--- config.mk ---
export PLATFORM = sky130hd
export DESIGN_NAME = tpu_host_sequencer
export DESIGN_NICKNAME = d
export VERILOG_FILES = /design/src/rtl/tpu_host_sequencer.sv
export SDC_FILE = /design/constraint.sdc
export NUM_CORES = 1
export LEC_CHECK = 0
export BUFFER_PORTS_ARGS = -buffer_cell sky130_fd_sc_hd__buf_4
export CORE_AREA = 4 4 176 178
export DETAILED_ROUTE_END_ITERATION = 7
export DIE_AREA = 0 0 180 182
export PLACE_DENSITY = 0.53
export SYNTH_ARGS = -nofsm -noshare
export SYNTH_HDL_FRONTEND = slang
export SYNTH_SLANG_ARGS = --single-unit
export TNS_END_PERCENT = 1
--- constraint.sdc ---
create_clock -name clk_i -period 4.6 [get_ports clk_i]
set_input_delay 0.92 -clock clk_i [delete_from_list [all_inputs] [get_ports clk_i]]
set_output_delay 0.92 -clock clk_i [all_outputs]
set_load 0.01 [all_outputs]
--- src/rtl/tpu_host_sequencer.sv ---
// -----------------------------------------------------------------------------
// tpu_host_sequencer
//
// On-chip host sequencer. It drives the TPU top-level control interface in
// place of a bench. One start pulse runs one complete pass:
//    weight memory -> FIFOs, FIFOs -> systolic array, input streaming (active),
//    then a wait for output write-back. This block is the initiator. The top
//    level responds through its *_done flags.
//
// Optional build macro: SEQ_TIMEOUT_EN
//    When defined, a watchdog limits the time spent in each wait state
//    (WWAIT, ARRLOAD, DRAIN) to TIMEOUT_CYCLES cycles. When it expires, the
//    watchdog aborts the pass and sets the sticky timeout_err_o flag.
//    When undefined, the wait states wait forever and timeout_err_o is 0.
//
// Ports
//    clk_i                    system clock, rising edge
//    reset_i                  asynchronous, active-high reset
//    start_i                  begin a pass (sampled only in IDLE)
//    weight_base_i            first weight-memory row of the pass
//    input_base_i             input-memory read base for the pass
//    output_base_i            output-memory write base for the pass
//    busy_o                   high in every state except IDLE
//    done_o                   one-cycle pulse when a pass completes
//    timeout_err_o            sticky watchdog error
//    weightMem_rd_en_o        per-lane weight read enable
//    weightMem_rd_addr_o      per-lane weight read address (all lanes equal)
//    mem_to_fifo_o            weight FIFO fill enable
//    mem_to_fifo_done_i       FIFO fill finished
//    fifo_to_arr_o            FIFO -> array shift enable
//    weight_write_o           per-column weight latch enable
//    fifo_to_arr_done_i       array weight load finished
//    inputMem_rd_addr_base_o  input base, replicated per lane
//    outputMem_wr_addr_base_o output base, replicated per lane
//    active_o                 multiply / input streaming enable
//    output_done_i            results written to output memory
//
// States
//    state     | meaning
//    ----------+------------------------------------------------------------
//    S_IDLE    | waiting for start_i
//    S_WLOAD   | WIDTH_HEIGHT cycles of weight-memory reads into the FIFOs
//    S_WWAIT   | wait for mem_to_fifo_done_i
//    S_ARRLOAD | shift FIFOs into the array until fifo_to_arr_done_i
//    S_ACT     | active_o held for ACTIVE_CYCLES cycles
//    S_DRAIN   | wait for output_done_i
//    S_DONE    | one-cycle done_o pulse
// -----------------------------------------------------------------------------
module tpu_host_sequencer #(
    parameter int WIDTH_HEIGHT   = 16,
    parameter int ACTIVE_CYCLES  = 19,
    parameter int TIMEOUT_CYCLES = 1024
) (
    input  logic                      clk_i,
    input  logic                      reset_i,
    input  logic                      start_i,
    input  logic [7:0]                weight_base_i,
    input  logic [7:0]                input_base_i,
    input  logic [7:0]                output_base_i,
    output logic                      busy_o,
    output logic                      done_o,
    output logic                      timeout_err_o,
    output logic [WIDTH_HEIGHT-1:0]   weightMem_rd_en_o,
    output logic [WIDTH_HEIGHT*8-1:0] weightMem_rd_addr_o,
    output logic                      mem_to_fifo_o,
    input  logic                      mem_to_fifo_done_i,
    output logic                      fifo_to_arr_o,
    output logic [WIDTH_HEIGHT-1:0]   weight_write_o,
    input  logic                      fifo_to_arr_done_i,
    output logic [WIDTH_HEIGHT*8-1:0] inputMem_rd_addr_base_o,
    output logic [WIDTH_HEIGHT*8-1:0] outputMem_wr_addr_base_o,
    output logic                      active_o,
    input  logic                      output_done_i
);

    typedef enum logic [2:0] {
        S_IDLE,
        S_WLOAD,
        S_WWAIT,
        S_ARRLOAD,
        S_ACT,
        S_DRAIN,
        S_DONE
    } state_t;

    // One down-counter serves both fixed-length phases (WLOAD and ACT).
    localparam int CNT_MAX = (WIDTH_HEIGHT > ACTIVE_CYCLES) ? WIDTH_HEIGHT : ACTIVE_CYCLES;
    localparam int CNT_W   = $clog2(CNT_MAX) + 1;

    state_t             state_q, state_d;
    logic [CNT_W-1:0]   cnt_q, cnt_d;
    logic [7:0]         addr_q, addr_d;
    logic [7:0]         ibase_q, ibase_d;
    logic [7:0]         obase_q, obase_d;
    logic               rd_en_q, rd_en_d;
    logic               m2f_q, m2f_d;
    logic               f2a_q, f2a_d;
    logic               active_q, active_d;
    logic               done_q, done_d;
    logic               busy_q, busy_d;
    logic               tmo_hit;

    // -------------------------------------------------------------------------
    // Next-state and registered-output logic. Each output register gets the
    // value that belongs to the state being entered, so every output changes
    // on the same edge as the state.
    // -------------------------------------------------------------------------
    always_comb begin
        state_d  = state_q;
        cnt_d    = cnt_q;
        addr_d   = addr_q;
        ibase_d  = ibase_q;
        obase_d  = obase_q;
        rd_en_d  = 1'b0;
        m2f_d    = 1'b0;
        f2a_d    = 1'b0;
        active_d = 1'b0;
        done_d   = 1'b0;

        case (state_q)
            S_IDLE: begin
                if (start_i) begin
                    state_d = S_WLOAD;
                    cnt_d   = CNT_W'(WIDTH_HEIGHT - 1);
                    addr_d  = weight_base_i;
                    ibase_d = input_base_i;
                    obase_d = output_base_i;
                    rd_en_d = 1'b1;
                    m2f_d   = 1'b1;
                end
            end

            S_WLOAD: begin
                if (cnt_q == '0) begin
                    state_d = S_WWAIT;
                end else begin
                    cnt_d   = cnt_q - 1'b1;
                    // 8-bit address wraps naturally mod 256.
                    addr_d  = addr_q + 8'd1;
                    rd_en_d = 1'b1;
                    m2f_d   = 1'b1;
                end
            end

            S_WWAIT: begin
                if (mem_to_fifo_done_i) begin
                    state_d = S_ARRLOAD;
                    f2a_d   = 1'b1;
                end else if (tmo_hit) begin
                    state_d = S_IDLE;
                end
            end

            S_ARRLOAD: begin
                if (fifo_to_arr_done_i) begin
                    state_d  = S_ACT;
                    cnt_d    = CNT_W'(ACTIVE_CYCLES - 1);
                    active_d = 1'b1;
                end else if (tmo_hit) begin
                    state_d = S_IDLE;
                end else begin
                    f2a_d = 1'b1;
                end
            end

            S_ACT: begin
                if (cnt_q == '0) begin
                    state_d = S_DRAIN;
                end else begin
                    cnt_d    = cnt_q - 1'b1;
                    active_d = 1'b1;
                end
            end

            S_DRAIN: begin
                if (output_done_i) begin
                    state_d = S_DONE;
                    done_d  = 1'b1;
                end else if (tmo_hit) begin
                    state_d = S_IDLE;
                end
            end

            S_DONE: begin
                state_d = S_IDLE;
            end

            default: begin
                state_d = S_IDLE;
            end
        endcase

        busy_d = (state_d != S_IDLE);
    end

    always_ff @(posedge clk_i or posedge reset_i) begin
        if (reset_i) begin
            state_q  <= S_IDLE;
            cnt_q    <= '0;
            addr_q   <= '0;
            ibase_q  <= '0;
            obase_q  <= '0;
            rd_en_q  <= 1'b0;
            m2f_q    <= 1'b0;
            f2a_q    <= 1'b0;
            active_q <= 1'b0;
            done_q   <= 1'b0;
            busy_q   <= 1'b0;
        end else begin
            state_q  <= state_d;
            cnt_q    <= cnt_d;
            addr_q   <= addr_d;
            ibase_q  <= ibase_d;
            obase_q  <= obase_d;
            rd_en_q  <= rd_en_d;
            m2f_q    <= m2f_d;
            f2a_q    <= f2a_d;
            active_q <= active_d;
            done_q   <= done_d;
            busy_q   <= busy_d;
        end
    end

`ifdef SEQ_TIMEOUT_EN
    // -------------------------------------------------------------------------
    // Watchdog. This counter counts down while the FSM stays in a wait state.
    // It reloads on every state change, so it starts fresh on each wait-state
    // entry. When a done flag and expiry land on the same edge, the done flag
    // wins.
    // -------------------------------------------------------------------------
    localparam int TMO_W = $clog2(TIMEOUT_CYCLES) + 1;

    logic [TMO_W-1:0] tmo_q, tmo_d;
    logic             terr_q, terr_d;
    logic             in_wait;

    assign in_wait = (state_q == S_WWAIT) || (state_q == S_ARRLOAD) || (state_q == S_DRAIN);
    assign tmo_hit = (tmo_q == '0);

    always_comb begin
        tmo_d  = tmo_q;
        terr_d = terr_q;
        if (state_d != state_q) begin
            tmo_d = TMO_W'(TIMEOUT_CYCLES - 1);
        end else if (in_wait) begin
            tmo_d = tmo_q - 1'b1;
        end
        // The only route from a wait state straight to IDLE is an expiry.
        if ((state_q == S_IDLE) && (state_d == S_WLOAD)) begin
            terr_d = 1'b0;
        end else if (in_wait && (state_d == S_IDLE)) begin
            terr_d = 1'b1;
        end
    end

    always_ff @(posedge clk_i or posedge reset_i) begin
        if (reset_i) begin
            tmo_q  <= '0;
            terr_q <= 1'b0;
        end else begin
            tmo_q  <= tmo_d;
            terr_q <= terr_d;
        end
    end

    assign timeout_err_o = terr_q;
`else
    assign tmo_hit = 1'b0;
    // The watchdog is compiled out, so the flag is a constant 0.
    // TIMEOUT_CYCLES is always positive, so this comparison is never true.
    assign timeout_err_o = (TIMEOUT_CYCLES < 0);
`endif

    assign busy_o                   = busy_q;
    assign done_o                   = done_q;
    assign weightMem_rd_en_o        = {WIDTH_HEIGHT{rd_en_q}};
    assign weightMem_rd_addr_o      = {WIDTH_HEIGHT{addr_q}};
    assign mem_to_fifo_o            = m2f_q;
    assign fifo_to_arr_o            = f2a_q;
    assign weight_write_o           = {WIDTH_HEIGHT{f2a_q}};
    assign inputMem_rd_addr_base_o  = {WIDTH_HEIGHT{ibase_q}};
    assign outputMem_wr_addr_base_o = {WIDTH_HEIGHT{obase_q}};
    assign active_o                 = active_q;

endmodule

## After elaboration in Yosys (flattened, before gate mapping)

Cells that the tools add are included.

- Output and inout port bits: 422
- Bits in registers: 38
- Input bits: 30
- Logic and storage cells: 54

- Multiplexer cells: 24
- Equality and inequality tests: 9
- $add $sub $neg: 2
- Reductions and logical operators: 9

Operators with widths:

| kind | count |
|---|---|
| $mux 3 | 6 |
| $mux 6 | 3 |
| $pmux 3 s6 | 1 |
| $pmux 6 s3 | 1 |
| $mux 8 | 2 |
| $pmux 8 s2 | 1 |
| $add 8x1->8 const B | 1 |
| $ne 2x2->1 const B | 4 |
| $mux 1 | 7 |
| $eq 3x2->1 const B | 2 |
| $eq 3x3->1 const B | 2 |
| $logic_not 6->1 | 1 |
| $pmux 1 s2 | 3 |
| $reduce_bool 3->1 | 2 |
| $sub 6x1->6 const B | 1 |
| $reduce_and 4->1 | 1 |
| $eq 3x1->1 const B | 1 |
| $logic_not 3->1 | 1 |
| $reduce_and 3->1 | 1 |
| $reduce_and 2->1 | 1 |
| $reduce_bool 2->1 | 1 |
| $reduce_or 2->1 | 1 |

## Longest topological paths before layout

Gate-level depths: netlist of run 1.

- Word-level depth: 4
- Gate-level depth with buffers: 7
- Mapped depth without buffers: 7

## Worst setup path after synthesis of run 1

Ideal clock, no wire load.

- Kind: in2reg
- Start point: input start_i
- End point: register cnt_q[2]
- Buffers on the path: 1
- Required time: 4.470 ns
- Path slack: 2.532 ns
- Library setup time: 0.130 ns
- Cell stages on the path: 5
- Data arrival time: 1.937 ns
- Path through: or4b_1 -> buf_2 -> and2_4 -> a311oi_1 -> o21ai_1

- Cells in the longest elaborated chain, start to end: 2

Ends and longest elaborated chain:

| element | line | RTL |
|---|---|---|
| from (decl) | 56 | `input logic start_i,` |
| $ne 2x2->1 (no line) | - |  |
| $reduce_and 4->1 (no line) | - |  |
| to (signal assigned) | 211 | `cnt_q <= cnt_d;` |
| to (decl) | 91 | `logic [CNT_W-1:0] cnt_q, cnt_d;` |

Every way passes these cells.
A chain may end at the register's enable or synchronous reset.

## Final worst setup path of run 1

- Start point: register addr_q[3]
- End point: output weightMem_rd_addr_o[59]

RTL lines:

| element | line | RTL |
|---|---|---|
| from (decl) | 92 | `logic [7:0] addr_q, addr_d;` |
| from (signal assigned) | 212 | `addr_q <= addr_d;` |
| to (decl) | 64 | `output logic [WIDTH_HEIGHT*8-1:0] weightMem_rd_addr_o,` |

No word-level cell between the ends.

==> flow_summary.ini, run 1 <==
[run_status]
outcome = finished clean

[placed_design]
place_hpwl_mm = 10.6
port_buffers = 450
post-place-ws_ps = 2100
numPlacedInstances = 1048
gp_congestion = 0.709
dpl_cell_area_mm2 = 0.00579

[synthesis]
async_flop_share_pct = 100
ys_types = 50
yosysTopAreaCell = buf_4
yosysWarnings = 0
syn_avg_cell_area_um2 = 8.03
synth_nets = 643
synthTopCellsByArea = buf_4 (60%), dfrtp_1 (19%), nand2_1 (4.4%)
synth_seq_area_share_pct = 19.4
synth.most_common_cell = buf_4
ys_ff_latch = 38
synth_edf_count = 0
syn_inst = 610
synth_common_cells = buf_4 (393), nand2_1 (57), dfrtp_1 (38), nor2_1 (14), a21oi_1 (9)
synthesis.area_mm2 = 0.00490
synth-main-ff-cell = dfrtp_1
synth_top_cell_area_share_pct = 60.2

[min_path]
min_to = cnt_q[4]
min-delay-start = cnt_q[4]
holdCritPathClass = flop to flop
min_path_cells = 1

[critical_path]
r2r_cells = 5
critPathTopFamily = flip-flops
end_kind = primary output
critical-path-slowest-cell = dfrtp_1
cp_max_fo = 22
arrival_ps = 1380
critical_path_required_ps = 3680
crit_chain = buf_4
crit-reg2reg-launch = state_q[1]
path_buf_inv = 1
start_kind = flop
r2r_end = addr_q[2]
reg2reg_slack_ps = 2390
setup.worst_path.class = flop to primary output
cpPeakStageDelay_ps = 840

[drt]
vias = 3474
wire_per_inst_um = 13.0
ant_nets = 0
drtIter0Drc = 107
drc = 0
wl_mm = 13.8
drt_pass1_iterations = 4
vias_per_cell = 3.29

[floorplanning]
die_h_um = 182
initial_utilization_pct = 16.7
die_w_um = 180
rows = 63
die_area_mm2 = 0.0328
coreArea_mm2 = 0.0294
ioPinCount = 452

[clock_network]
clkLatencyLatePin_ps = 300
cts_hold_buf = 0
cts_made_buffers = 5
post_cts_buffers = 0
root_buffer = clkbuf_16
ctsHtreeMaxLevel = 2
cts_tree = yes
clk_pin_slew_ps = 60
cts_sinks = 38
clockBufferDepth = 2
ctsResizeCount = 0

[global_route]
grt_pass1_vias = 3230
grt_max_degree = 39
top_usage_layer = met2
antenna_found_initial = 0
grt_use_total_pct = 7.49
grt_pass1_wl_mm = 19.8
met1_usage_pct = 8.62
met3_usage_pct = 3.02
gr-usage-met2_pct = 13.1
grt_overflow_total = 0

[finish]
syn2layout_area_growth_pct = 21.6
fin_nets = 698
utilization_pct = 20.3
design_area_mm2 = 0.00596
n_antenna_cell = 0
fillers = 3224
stdcell_count = 1056
layout-drive-gt1-share_pct = 70.7

[sta]
post-route-period-util_pct = 50.0
worstMarginPinSlew_ps = 923
period_minus_slack_ps = 2300
relSlewSlack_pct = 38.4
max_freq_mhz = 435
timing.final.ws_setup_ps = 2300
final_hold_viol_count = 0
tns_ps = 0
setup_viol = 0
holdWs_ps = 539
rsz0062_at_grt = no
clock_skew_ps = 7.50
drv_slew = 0

[job]
max-cap-violations = 0

[pwr]
cellPowerDensity_mw_per_mm2 = 960
power_leakage_nw = 3.19
finalPower_mw = 5.72
max-vdd-ir-drop_mv = 0.266
## cell families after synthesis
logic type	share of synthesized area [%]
adder cells (fa/ha/maj)	0.766
AO/OA/AOI/OAI	6.41
other	0.0766
buffers and inverters	61.9
flip-flops	19.4
AND/OR/NAND/NOR	10.7
XOR/XNOR	0.179
multiplexers	0.613
## where the power goes
group	switching (mW)	total [mW]	internal, mW	leakage, nW
Clock	0.173	0.429	0.257	0.0760
Combinational	1.89	4.20	2.31	2.65
Sequential	0.610	1.09	0.476	0.461
Total	2.67	5.72	3.04	3.19
## per-layer routing
layer | up-vias | routed length, µm
li1 | 1654 | -
met1 | 1573 | 4990
met2 | 239 | 7070
met3 | 8 | 1600
met4 | 0 | 112
met5 | - | 0
## area by class of cell
cell class	count	area, µm²	share of cell area [%]
clock buffer	5	125	2.10
clock inverter	3	45.0	0.756
inverter	6	22.5	0.378
multi-input combinational	161	925	15.5
sequential	38	951	16.0
tap	390	488	8.19
timing repair buffer	453	3400	57.1
## state kept, by name, indices dropped and copies added (netlist names)
signal / flops
cnt_q: 6
state_q: 3
fifo_to_arr_o: 1
addr_q: 8
mem_to_fifo_o: 1
busy_o: 1
done_o: 1
ibase_q: 8
obase_q: 8
active_o: 1
## how the worst max path moves through the flow
stage	depth (start not counted)	endpoint	startpoint	slack, ps
floorplan	5	cnt_q[2]	start_i	2530
global placement	6	addr_q[2]	start_i	2160
detailed placement	6	addr_q[2]	start_i	2100
CTS	1	weightMem_rd_addr_o[107]	addr_q[3]	2290
global route	5	addr_q[2]	state_q[1]	2170
finish	1	weightMem_rd_addr_o[59]	addr_q[3]	2300
## layout by cell type, fill, tap and decap left out, drive strengths merged, types with 3 or more instances in the layout
cell,netlist,final
mux2i,3,3
o21ai,8,8
nor2,15,15
nand2b,4,4
or3,3,3
buf,399,453
inv,6,6
nor3b,5,5
ha,3,3
a21oi,10,10
nand3,4,4
dfrtp,38,38
and3,5,5
a31oi,5,5
nor3,5,5
nand2,57,57
clkbuf,6,5
a2bb2oi,3,3
(Power assumes the default switching activity.)
==> run 2: changes to the inputs <==
--- a/config.mk
+++ b/config.mk
@@ -6,10 +6,10 @@
 export NUM_CORES = 1
 export LEC_CHECK = 0
 export BUFFER_PORTS_ARGS = -buffer_cell sky130_fd_sc_hd__buf_4
-export CORE_AREA = 4 4 176 178
+export CORE_AREA = 4 4 174 176
 export DETAILED_ROUTE_END_ITERATION = 7
-export DIE_AREA = 0 0 180 182
-export PLACE_DENSITY = 0.53
+export DIE_AREA = 0 0 178 180
+export PLACE_DENSITY = 0.56
 export SYNTH_ARGS = -nofsm -noshare
 export SYNTH_HDL_FRONTEND = slang
 export SYNTH_SLANG_ARGS = --single-unit
==> constraint.sdc (replaced) <==
create_clock -name clk_i -period 2 [get_ports clk_i]
set_input_delay 0.4 -clock clk_i [delete_from_list [all_inputs] [get_ports clk_i]]
set_output_delay 0.4 -clock clk_i [all_outputs]
set_load 0.01 [all_outputs]
==> run 2 against run 1 <==
Against the previous run: combinational power grew 150%; critical path type is now flop to flop; critical path depth grew 6; flip-flop and latch count is the same; power grew 140%; die area shrank 2.2%; first-iteration DRC count grew 59%; routed wire length grew 0.58%; sequential power grew 94%; clock-buffer cell count grew 1; clock power grew to 2.6 times the previous value; clock skew is essentially flat; sequential share of layout area shrank 0.50 points.
==> flow_summary.ini, run 2 (synthesis gave the netlist of run 1 again) <==
[drt]
ant_nets = 0
drt_pass1_iterations = 4
vias_per_cell = 3.34
vias = 3579
wl_mm = 13.9
drtIter0Drc = 170
drc = 0
wire_per_inst_um = 12.9

[critical_path]
critical_path_required_ps = 2170
startpoint = cnt_q[1]
setup.worst_path.class = flop to flop
r2r_end = state_q[0]
end_kind = flop
crit-reg2reg-launch = cnt_q[1]
r2r_cells = 7
reg2reg_slack_ps = 160
cp_max_fo = 5
arrival_ps = 2010
critPathCapture = state_q[0]
start_kind = flop

[sta]
post-route-period-util_pct = 91.8
setup_viol = 0
clock_skew_ps = 7.32
rsz0062_at_grt = no
period_minus_slack_ps = 1840
max_freq_mhz = 544
final_hold_viol_count = 0
drv_slew = 0
worstMarginPinSlew_ps = 648
tns_ps = 0
relSlewSlack_pct = 56.8

[clock_network]
ctsResizeCount = 0
cts_tree = yes
cts_made_buffers = 5
cts_hold_buf = 0
clkLatencyLatePin_ps = 290
clk_pin_slew_ps = 70
post_cts_buffers = 0
cts_sinks = 38
ctsHtreeMaxLevel = 2
clockBufferDepth = 2
root_buffer = clkbuf_16

[finish]
utilization_pct = 21.5
fin_nets = 721
stdcell_count = 1073
mostFrequentLayoutCell = buf_4
top_regs = addr_q: 8 flops, ibase_q: 8 flops, obase_q: 8 flops
n_antenna_cell = 0
layout_common_cells = buf_4 (476), nand2_1 (57), dfrtp_1 (38), nor2_1 (14), a21oi_1 (9)
layout-drive-gt1-share_pct = 71.7
syn2layout_area_growth_pct = 25.6

[global_route]
gr-usage-met2_pct = 13.8
grt_max_degree = 39
grt_pass1_wl_mm = 19.1
antenna_found_initial = 0
met3_usage_pct = 1.79
grt_use_total_pct = 7.52
grt_overflow_total = 0
top_usage_layer = met2
grt_pass1_vias = 3181
met1_usage_pct = 8.66

[floorplanning]
die_area_mm2 = 0.0320
rows = 62
die_h_um = 180
initial_utilization_pct = 17.1
coreArea_mm2 = 0.0286
die_w_um = 178
ioPinCount = 452

[pwr]
max-vdd-ir-drop_mv = 0.675
power_leakage_nw = 3.33
cellPowerDensity_mw_per_mm2 = 2220

[job]
max-cap-violations = 0

[placed_design]
place_hpwl_mm = 11.2
numPlacedInstances = 1065
gp_congestion = 0.841
port_buffers = 450

[min_path]
holdCritPathClass = primary input to async pin

[run_status]
outcome = finished clean
run 2: changes by cell type in the layout (fill, tap and decap cells not counted), sizes merged:
cell      delta
clkbuf       +1
buf         +23
clkinvlp     -2
bufinv       +1
run 2: metrics by stage:
stage / hold WS [ps] / total power, mW / area (µm²) / worst slack [ps]
after floorplan: 491 / 10.7 / 4900 / 181
after global placement: 510 / 12.7 / 5950 / 241
after detailed placement: 516 / 12.7 / 5950 / 201
after CTS: 263 / 13.9 / 6150 / 184
after global routing: 280 / 14.6 / 6150 / 43.4
final: 245 / 13.6 / 6150 / 163
run 2: final cells by class:
class                           count  area (µm²)
Clock buffer                        6         139
Clock inverter                      2        60.1
Fill cell                        3182       22500
Inverter                            6        22.5
Multi-Input combinational cell    161         925
Sequential cell                    38         951
Tap cell                          384         480
Timing Repair Buffer              476        3570
run 2: critical path: stages (launching register included):
cell and delay [ps]:
dfrtp_1 390, inv_1 120, ha_1 200, nor2b_1 210
a21oi_2 110, nor2_2 200, inv_1 100, or3_1 370
run 2: worst min path at each step:
stage | endpoint | slack [ps] | depth (start not counted) | startpoint
after floorplan | cnt_q[4] | 490 | 1 | cnt_q[4]
after global placement | cnt_q[4] | 510 | 1 | cnt_q[4]
after detailed placement | cnt_q[4] | 520 | 1 | cnt_q[4]
after CTS | busy_o | 260 | 3 | reset_i
after global routing | ibase_q[5] | 280 | 3 | input_base_i[5]
final | ibase_q[2] | 240 | 3 | reset_i
run 2: per-layer routing:
metal	share of wire (%)	wire length (µm)	up-vias
li1	-	-	1703
met1	37	5080	1637
met2	52	7200	227
met3	10	1390	12
met4	1.3	182	0
met5	0	0	-
run 2: where the power goes:
part | internal, mW | switching, mW
registers | 1.10 | 1.01
logic | 5.56 | 4.85
clock network | 0.750 | 0.358
total | 7.42 | 6.21
==> run 3: changes to the inputs <==
--- a/config.mk
+++ b/config.mk
@@ -6,10 +6,13 @@
 export NUM_CORES = 1
 export LEC_CHECK = 0
 export BUFFER_PORTS_ARGS = -buffer_cell sky130_fd_sc_hd__buf_4
-export CORE_AREA = 4 4 174 176
+export CELL_PAD_IN_SITES_DETAIL_PLACEMENT = 1
+export CELL_PAD_IN_SITES_GLOBAL_PLACEMENT = 1
+export CORE_AREA = 4 4 173 175
 export DETAILED_ROUTE_END_ITERATION = 7
-export DIE_AREA = 0 0 178 180
-export PLACE_DENSITY = 0.56
+export DIE_AREA = 0 0 177 179
+export MAX_ROUTING_LAYER = met4
+export PLACE_DENSITY = 0.74
 export SYNTH_ARGS = -nofsm -noshare
 export SYNTH_HDL_FRONTEND = slang
 export SYNTH_SLANG_ARGS = --single-unit
==> run 3 against run 2 <==
Against the previous run: worst hold slack worse by 24 ps; non-clock buffer count shrank 1; sequential share of layout area up 0.076 points; cell area fell by 0.49%; sequential power barely moved; highest routed layer unchanged; clock skew down 4.0 ps; via count rose by 2.3%; critical endpoint unchanged; cell count down 0.19%; global-route usage increased by 0.98 points; register-to-register slack barely moved.
==> flow_summary.ini, run 3 (synthesis gave the netlist of run 1 again) <==
[run_status]
outcome = finished clean

[sta]
holdWs_ps = 221
setup_viol = 0
worstMarginPinSlew_ps = 606
tns_ps = 0
max_freq_mhz = 546
period_minus_slack_ps = 1830
post-route-period-util_pct = 91.6
rsz0062_at_grt = no
drv_slew = 0
relSlewSlack_pct = 59.6
final_hold_viol_count = 0
clock_skew_ps = 3.36
timing.final.ws_setup_ps = 167

[job]
max-cap-violations = 0

[critical_path]
arrival_ps = 2000
setup.worst_path.class = flop to flop
cp_max_fo = 5
end_kind = flop
start_kind = flop
critical_path_required_ps = 2170

[finish]
mostFrequentLayoutCell = buf_4
fillers = 3477
layout-drive-gt1-share_pct = 71.8
syn2layout_area_growth_pct = 25.0
fin_nets = 720
utilization_pct = 21.5
layout_common_cells = buf_4 (475), nand2_1 (57), dfrtp_1 (38), nor2_1 (14), a21oi_1 (9)
top_regs = addr_q: 8 flops, ibase_q: 8 flops, obase_q: 8 flops
n_antenna_cell = 0

[pwr]
max-vdd-ir-drop_mv = 0.582
power_leakage_nw = 3.31
cellPowerDensity_mw_per_mm2 = 2230

[global_route]
grt_max_degree = 39
antenna_found_initial = 0
grt_use_total_pct = 8.50
grt_pass1_wl_mm = 20.8
grt_pass1_vias = 3641
grt_overflow_total = 0

[clock_network]
ctsHtreeMaxLevel = 2
cts_sinks = 38
root_buffer = clkbuf_16
clockBufferDepth = 2
post_cts_buffers = 0
cts_tree = yes
clkLatencyLatePin_ps = 290
cts_made_buffers = 5
clk_pin_slew_ps = 70

[floorplanning]
rows = 62
ioPinCount = 452
die_area_mm2 = 0.0317
die_w_um = 177
initial_utilization_pct = 17.2
coreArea_mm2 = 0.0285
die_h_um = 179

[drt]
drtIter0Drc = 138
vias = 3660
drt_pass1_iterations = 4
wl_mm = 15.3
vias_per_cell = 3.42
drc = 0
wire_per_inst_um = 14.3
ant_nets = 0

[placed_design]
post-place-ws_ps = 70.0
gp_congestion = 0.765
port_buffers = 450
place_hpwl_mm = 12.3

[min_path]
holdCritPathClass = primary input to async pin
run 3: worst paths after layout:
| check | slack (ps) | depth (start not counted) | startpoint | end |
|---|---|---|---|---|
| max | 170 | 7 | cnt_q[1] | state_q[0] |
| min | 220 | 3 | reset_i | ibase_q[4] |
| max reg2reg | 170 | 7 | cnt_q[1] | state_q[0] |
| min reg2reg | 540 | 1 | state_q[2] | busy_o |
| max in group asynchronous | 1340 | 3 | reset_i | obase_q[1] |
| min in group clk_i | 290 | 3 | input_base_i[6] | ibase_q[6] |
run 3: final cells by class:
type / count / area, µm² / area share [%]
timing repair buffer: 475 / 3570 / 58.3
inverter: 6 / 22.5 / 0.368
sequential: 38 / 951 / 15.5
multi-input combinational: 161 / 932 / 15.2
clock buffer: 6 / 139 / 2.27
tap: 384 / 480 / 7.85
clock inverter: 1 / 30.0 / 0.491
run 3: per-stage QoR:
stage	area [µm²]	cells	power [mW]
6_report	6120	1071	13.6
3_3_place_gp	5940	1064	12.6
4_1_cts	6110	1071	13.9
2_1_floorplan	4900	610	10.7
3_5_place_dp	5940	1064	12.9
5_1_grt	6120	1071	14.6
run 3: critical path: stages, from the launching register on:
cell and delay [ps]:
dfrtp_1 400, inv_1 130, ha_1 230, nor2b_2 190, a21oi_2 100, nor2_4 150
inv_1 120, or3_1 380
run 3: routing by layer:
metal	wire (µm)	track usage, %	vias to the layer above
li1	-	-	1697
met1	5940	9.46	1710
met2	7660	15.0	244
met3	1520	2.47	9
met4	153	2.26	0
met5	0	-	-
run 3: what timing repair did:
item,in CTS,in global routing
gates resized for setup,0,2
endpoints found under the setup margin,0,1
hold buffers,0,0
run 3: power by group:
group / total [mW] / switching [mW] / internal [mW] / leakage, nW
clock: 0.984 / 0.366 / 0.618 / 0.0829
sequential: 2.13 / 1.02 / 1.10 / 0.461
combinational: 10.5 / 4.97 / 5.55 / 2.76
total: 13.6 / 6.36 / 7.27 / 3.31
